===== src/rtl/fma_wb_buffer.sv =====
// Writeback result buffer behind a fused multiply-add pipe: credit-tracked FIFO with a registered head.
// Optional exception-flag accumulator is enabled by defining FMA_WB_FFLAGS_EN.
module fma_wb_buffer #(
    parameter int DEPTH = 4,
    parameter int TAG_W = 5
) (
    input  logic             clock,
    input  logic             reset,
    input  logic             issue_fire,
    output logic             can_issue,
    input  logic             in_valid,
    input  logic [64:0]      in_data,
    input  logic [4:0]       in_exc,
    input  logic [TAG_W-1:0] in_tag,
    output logic             out_valid,
    input  logic             out_ready,
    output logic [64:0]      out_data,
    output logic [4:0]       out_exc,
    output logic [TAG_W-1:0] out_tag,
    output logic             overflow_err,
    output logic [4:0]       fflags,
    input  logic             fflags_clr
);

    localparam int PTR_W = (DEPTH > 1) ? $clog2(DEPTH) : 1;
    localparam int CNT_W = PTR_W + 1;
    localparam int INF_W = PTR_W + 2;
    localparam int ENT_W = 65 + 5 + TAG_W;

    logic [ENT_W-1:0] mem [DEPTH];

    logic [PTR_W-1:0] rd_ptr_reg, rd_ptr_next;
    logic [PTR_W-1:0] wr_ptr_reg, wr_ptr_next;
    logic [CNT_W-1:0] count_reg, count_next;
    logic [INF_W-1:0] inflight_reg, inflight_next;
    logic             overflow_reg, overflow_next;
    logic [ENT_W-1:0] head_reg, head_next;
    logic [ENT_W-1:0] in_entry;
    logic [INF_W:0]   credit_sum;
    logic             deq, enq, full, drop;

    assign in_entry = {in_data, in_exc, in_tag};

    always_comb begin
        deq        = (count_reg != '0) && out_ready;
        full       = (count_reg == CNT_W'(DEPTH));
        enq        = in_valid && (!full || deq);
        drop       = in_valid && full && !deq;

        rd_ptr_next = deq ? rd_ptr_reg + PTR_W'(1) : rd_ptr_reg;
        wr_ptr_next = enq ? wr_ptr_reg + PTR_W'(1) : wr_ptr_reg;

        count_next = count_reg;
        case ({enq, deq})
            2'b10:   count_next = count_reg + CNT_W'(1);
            2'b01:   count_next = count_reg - CNT_W'(1);
            default: count_next = count_reg;
        endcase

        inflight_next = inflight_reg;
        case ({issue_fire, in_valid})
            2'b10: if (inflight_reg != '1) inflight_next = inflight_reg + INF_W'(1);
            2'b01: if (inflight_reg != '0) inflight_next = inflight_reg - INF_W'(1);
            default: inflight_next = inflight_reg;
        endcase

        overflow_next = overflow_reg | drop;

        // The head register is preloaded one cycle ahead; when the buffer is (or drains to)
        // empty this cycle, the only candidate for the next head is the arriving result.
        head_next = '0;
        if (count_next == '0)
            head_next = '0;
        else if ((count_reg - CNT_W'(deq)) == '0)
            head_next = in_entry;
        else
            head_next = mem[rd_ptr_next];
    end

    always_ff @(posedge clock) begin
        if (enq && !reset)
            mem[wr_ptr_reg] <= in_entry;
    end

    always_ff @(posedge clock) begin
        if (reset) begin
            rd_ptr_reg   <= '0;
            wr_ptr_reg   <= '0;
            count_reg    <= '0;
            inflight_reg <= '0;
            overflow_reg <= 1'b0;
            head_reg     <= '0;
        end else begin
            rd_ptr_reg   <= rd_ptr_next;
            wr_ptr_reg   <= wr_ptr_next;
            count_reg    <= count_next;
            inflight_reg <= inflight_next;
            overflow_reg <= overflow_next;
            head_reg     <= head_next;
        end
    end

    assign credit_sum   = (INF_W+1)'(count_reg) + (INF_W+1)'(inflight_reg);
    assign can_issue    = credit_sum < (INF_W+1)'(DEPTH);
    assign out_valid    = (count_reg != '0);
    assign out_data     = head_reg[ENT_W-1 -: 65];
    assign out_exc      = head_reg[TAG_W +: 5];
    assign out_tag      = head_reg[TAG_W-1:0];
    assign overflow_err = overflow_reg;

`ifdef FMA_WB_FFLAGS_EN
    logic [4:0] fflags_reg;

    // A clear coinciding with a dequeue keeps only that dequeue's flags.
    always_ff @(posedge clock) begin
        if (reset)
            fflags_reg <= '0;
        else if (fflags_clr)
            fflags_reg <= deq ? out_exc : 5'b0;
        else if (deq)
            fflags_reg <= fflags_reg | out_exc;
    end

    assign fflags = fflags_reg;
`else
    logic unused_fflags_clr;
    assign unused_fflags_clr = fflags_clr;
    assign fflags = 5'b0;
`endif

endmodule


===== config.mk =====
export PLATFORM = sky130hd
export DESIGN_NAME = fma_wb_buffer
export DESIGN_NICKNAME = d
export VERILOG_FILES = /design/src/rtl/fma_wb_buffer.sv
export SDC_FILE = /design/constraint.sdc
export NUM_CORES = 1
export LEC_CHECK = 0
export CAP_MARGIN = 10
export CORE_UTILIZATION = 60
export DETAILED_ROUTE_END_ITERATION = 7
export PLACE_DENSITY = 0.85
export REMOVE_ABC_BUFFERS = 1
export SLEW_MARGIN = 10
export SYNTH_ARGS = -nofsm -noshare
export SYNTH_HDL_FRONTEND = slang
export SYNTH_SLANG_ARGS = --single-unit

===== constraint.sdc =====
create_clock -name clock -period 9 [get_ports clock]
set_clock_uncertainty 0.2 [all_clocks]
set_input_delay 1.35 -clock clock [delete_from_list [all_inputs] [get_ports clock]]
set_output_delay 1.35 -clock clock [all_outputs]
set_load 0.01 [all_outputs]

# [After elaboration in Yosys (flattened, before gate mapping)]
# Memory sizes are Yosys's and may differ from the RTL's.
# Index checks and enable logic that the tools add are counted.
# Widths: inputs -> output; s select.
[op_classes] bitwise_logic=1 n_reduce_logical=16 n_eq_ne=8 n_addsub=8 muxes=8 order_cmp=1
[ops] operator="$mux 75" n=1
[ops] operator="$mux 4" n=2
[ops] operator="$pmux 4 s2" n=1
[ops] operator="$logic_not 3->1" n=2
[ops] operator="$pmux 3 s2" n=1
[ops] operator="$add 3x4->5" n=1
[ops] operator="$logic_and 1x1->1" n=5
[ops] operator="$lt 5x3->1 const B" n=1
[ops] operator="$add 2x1->2 const B" n=2
[ops] operator="$add 4x1->4 const B" n=1
[ops] operator="$eq 2x1->1 const B" n=2
[ops] operator="$eq 2x2->1 const B" n=2
[ops] operator="$ne 2x2->1 const B" n=2
[ops] operator="$ne 4x4->1 const B" n=1
[ops] operator="$reduce_bool 4->1" n=1
[ops] operator="$sub 4x1->4 const B" n=1
[ops] operator="$add 3x1->3 const B" n=1
[ops] operator="$eq 3x3->1 const B" n=1
[ops] operator="$logic_not 1->1" n=3
[ops] operator="$reduce_and 3->1" n=1
[ops] operator="$reduce_bool 3->1" n=1
[ops] operator="$sub 3x1->3" n=1
[ops] operator="$sub 3x1->3 const B" n=1
[ops] operator="$mux 1" n=2
[ops] operator="5 further kinds" n=5
[word_totals] elab_cells=49 mem_bits_rw=300 input_bits=81 mem_count=1 reg_bits=87 out_inout_bits=83
[memory_table] name="mem" depth=4 word_bits=75 read_ports=1 rd_ports_with_merged_regs=0 wr=1 line_no="30" text="logic [ENT_W-1:0] mem [DEPTH];"

# [Logic depth before layout (Yosys ltp)]
[depth] word_depth=8 depth_mapped=13 mapped_depth_nobuf=9

# [Worst setup path after synthesis]
# OpenSTA, ideal clock, no wires.
[synth_timing] kind="input to register" start="in out_ready" end="mem mem[0][0] in the netlist's numbering (enable)" path_slack_ps=4814 path_stages=4 required_time_ps=8358 n_path_buf=0 t_arrival_ps=3545 setup_ps=442 cell_sequence="nor4b_1 > nand2b_1 > nor2_1 > and2_1"
[synth_via] elab_chain_cells=6
[synth_lines] item="start: declaration" line_no="16" text="input logic out_ready,"
[synth_lines] item="$logic_and 1x1->1" line_no="45" text="deq = (count_reg != '0) && out_ready;"
[synth_lines] item="$logic_or 1x1->1" line_no="47" text="enq = in_valid && (!full || deq);"
[synth_lines] item="$logic_and 1x1->1" line_no="47"
[synth_lines] item="$logic_and 1x1->1" line_no="81" text="if (enq && !reset)"
[synth_lines] item="$mux 1" line_no="81"
[synth_lines] item="$mux 1 (implied by the code)" line_no="82" text="mem[wr_ptr_reg] <= in_entry;"
[synth_lines] item="end: declaration" line_no="30"
# Every way passes these cells.

# [Final worst setup path]
[layout_timing] start="in out_ready" end="reg head_reg[25]"
[layout_via] elab_chain_cells=7 elab_cells_between_ends=13 classes_between="add/sub (1); eq/ne (2); mux (3); reduce/logical (6); memory (1)"
[layout_lines] item="$logic_and 1x1->1 (*)" line_no="45"
[layout_lines] item="$logic_or 1x1->1" line_no="47"
[layout_lines] item="$logic_and 1x1->1" line_no="47"
[layout_lines] item="$eq 2x1->1 / $eq 2x2->1 (equally long branches)" line_no="54" text="case ({enq, deq})"
[layout_lines] item="$pmux 3 s2" line_no="54"
[layout_lines] item="$logic_not 3->1" line_no="72" text="if (count_next == '0)"
[layout_lines] item="$reduce_or 2->1 (no source line)"
[layout_lines] item="end signal: assignment" line_no="99" text="head_reg <= head_next;"
[layout_lines] item="end: declaration" line_no="37" text="logic [ENT_W-1:0] head_reg, head_next;"
# Mark *: on every way between the ends. The rest lies on a longest branch, timed or not.
# A chain may end at the register's enable or synchronous reset.

==> results.md <==
- Outcome: finished clean
- Drt total wl: 36.5 mm
- Fmax: between 150 and 200 MHz
- # clock sinks: 387
- Slack of the worst reg-to-reg path: 4.16 ns
- Layout cells sized above 1: 0.178
- Synth Warn #: 0
- Buf+Inv Stages, Crit Path: 3
- Fin crit period: 5.69 ns
- Vias per std cell: between 6 and 7
- RSZ-0062 raised after global routing: no
- Max reg flops: 300
- Largest net degree at the start of global routing: 134
- Core area: around 28000 um^2
- Ports: ~160
- Via count: 10789
- Ys flop type: edfxtp_1
- Die W: 171 um
- Worst Setup End Kind: flop
- Post-synth top area cell: edfxtp_1
- LEAKAGE: ~0.006 uW
- Yosys top cell area share: 0.528
- GRT Util Overall: 0.249
- Post-route ant nets: 0
- DP HPWL: between 15 and 20 mm
- Clock latency at the later pin of the worst-skew pair: between 0.5 and 0.6 ns
- Post-synth EDFFs: 300
- Cell Area, Synth: 17000 um^2
- Initial core utilization: 0.612
- Hold crit path type: flop to flop
- Clock Tree Root: clkbuf_16
- Htree depth: 2
- # hold bufs at CTS: 0
- Port buffer count: 157
- DRC: 0
- Clk buf depth: 3
- Synth Register Bits: 387
- CTS tree: yes
- FFs w/ async S/R, synth: 0
- RePlAce Congestion: ~0.78
- Setup WS pre-CTS: 2.79 ns
- Max cap viols: 0
- Clock input transition at the sequential cells of the worst setup and hold paths: around 0.060 ns
- Hold Worst Slack: 0.273 ns
- Avg Inst Size Synth: 14.3 um^2
- Pwr/cell area: 320 nW/um^2
- Max FO, Critical Path: 62
- CTS resizes: 0
- Cells after Synth: 1189
- Maximum vdd ir drop: 405 uV
- Number of iterations in the first detailed-routing pass: 5
- First-pass GRT wire length: 56.4 mm
- Worst setup margin: 3.31 ns
- Rel. slew slack: 0.231
- Antenna violations before repair: 2
- Top Family by Delay on Critical Path: compound AO/OA/AOI/OAI gates
- Slowest stage cell, crit path: buf_4
- Post-layout util: 0.715
- FP Rows: 61
- Synth-to-layout area growth: 16.8%
- Worst Max-Slew Pin Slew: 1.15 ns
- GRT overflow: 0
- Setup crit start kind: input pin
- Final Cycle Share: 0.632
- Synth unique cells: 43
- Final setup fails: 0
- Worst path cell trace: clkdlybuf4s50_1, o31a_2, ha_1, inv_1, fa_1, xnor2_1, xnor2_1, o31ai_4, buf_4, a211oi_1
- Vias in the first global route: 10693
- CTS Buf Count: 40
- Final Hold Fails: 0
- Seq/Total Area, Yosys: 0.631
- Worst path max stage delay: 0.93 ns
- Pins over their slew limit: 0
- WL/cell: 21.4 um
- Most used cell, CP: xnor2_1
- 1st-iter DRT viols: 972
- Worst Path Arrival: 5.83 ns
- Most common cell in the netlist: edfxtp_1
- Synth top area cells: edfxtp_1 (53%), dfxtp_1 (10%), mux2_2 (5.0%)
- Setup TNS: 0 ns
- Die area: 29100 um^2
- CP Class: input pin to flop
- Synth top cells by count: edfxtp_1 (300), dfxtp_1 (87), nand2_1 (81)
- Die height: 171 um
- Final Net Count: 1389
- Worst EP required: 9.14 ns
- Setup bufs post-CTS: 0
## area by class of cell
| type | count | area [um^2] |
|---|---|---|
| clock buffers | 50 | 1070 |
| inverters | 11 | 41.3 |
| fillers | 1783 | 7950 |
| well taps | 378 | 473 |
| clock inverters | 22 | 183 |
| flip-flops and latches | 387 | 10800 |
| multi-input cells | 682 | 5680 |
| repair buffers | 172 | 1700 |
| diodes | 2 | 5.00 |
## worst paths after layout
check	startpoint	end	cells past startpoint
setup / recovery	out_ready	head_reg[25]$_SDFF_PP0_	10
hold / removal	overflow_err$_SDFF_PP0_	overflow_err$_SDFF_PP0_	2
setup reg to reg	count_reg[0]$_SDFF_PP0_	head_reg[25]$_SDFF_PP0_	9
hold reg to reg	overflow_err$_SDFF_PP0_	overflow_err$_SDFF_PP0_	2
## cell families after synthesis
logic type      Yosys count  synth area share
compound gates          238             0.141
buf+inv                 124            0.0388
simple gates            264            0.0778
other cells               1          0.000220
flops                   387             0.631
mux                     152            0.0948
fa+ha+maj                14            0.0112
xor+xnor                  9           0.00573
## layout by cell type, fill, tap and decap left out, types with 3 or more instances in the layout
| cell type | count |
|---|---|
| clkbuf_16 | 41 |
| buf_4 | 14 |
| mux2i_1 | 76 |
| o311ai_0 | 54 |
| xor2_1 | 3 |
| a211oi_1 | 36 |
| inv_1 | 11 |
| xnor2_1 | 5 |
| conb_1 | 5 |
| edfxtp_1 | 300 |
| a2111oi_2 | 39 |
| dfxtp_1 | 85 |
| clkinv_2 | 8 |
| a2111oi_0 | 36 |
| clkbuf_1 | 8 |
| bufinv_16 | 3 |
| mux2_2 | 76 |
| ha_1 | 12 |
| nand3_1 | 79 |
| and2_4 | 4 |
| a21oi_1 | 7 |
| clkinv_1 | 8 |
| clkdlybuf4s50_1 | 157 |
| o311ai_1 | 21 |
| nand2_1 | 81 |
| nor2b_1 | 76 |
| nand2b_1 | 3 |
| clkinvlp_4 | 3 |
| nor2_1 | 11 |
| a211oi_2 | 39 |
## metrics by stage
step           power (uW)  instance area [um^2]  instances
6_report             6380                 19900       1704
5_1_grt              6690                 19900       1703
4_1_cts              6400                 19900       1702
3_5_place_dp         4820                 18600       1630
3_3_place_gp         4750                 18600       1630
2_1_floorplan        4050                 16400       1080
## metal layers
metal	share of wire	GRT usage	up-vias
met5	0	0	-
met2	0.49	0.414	388
met4	0.022	0.0862	0
met3	0.070	0.0430	54
li1	-	-	4915
met1	0.41	0.331	5432
## worst register-to-register path: stages (launching register included)
cell	delay, ns
dfxtp_1	0.44
o31a_2	0.92
ha_1	0.35
inv_1	0.06
fa_1	0.38
xnor2_1	0.26
xnor2_1	0.15
o31ai_4	0.80
buf_4	0.94
a211oi_1	0.16
## power breakdown
| part | internal [uW] | total, uW | switching (uW) |
|---|---|---|---|
| Combinational | 879 | 2540 | 1660 |
| Sequential | 2110 | 2250 | 140 |
| Clock | 928 | 1580 | 653 |
No activity file was read; power rests on OpenSTA's default activity.
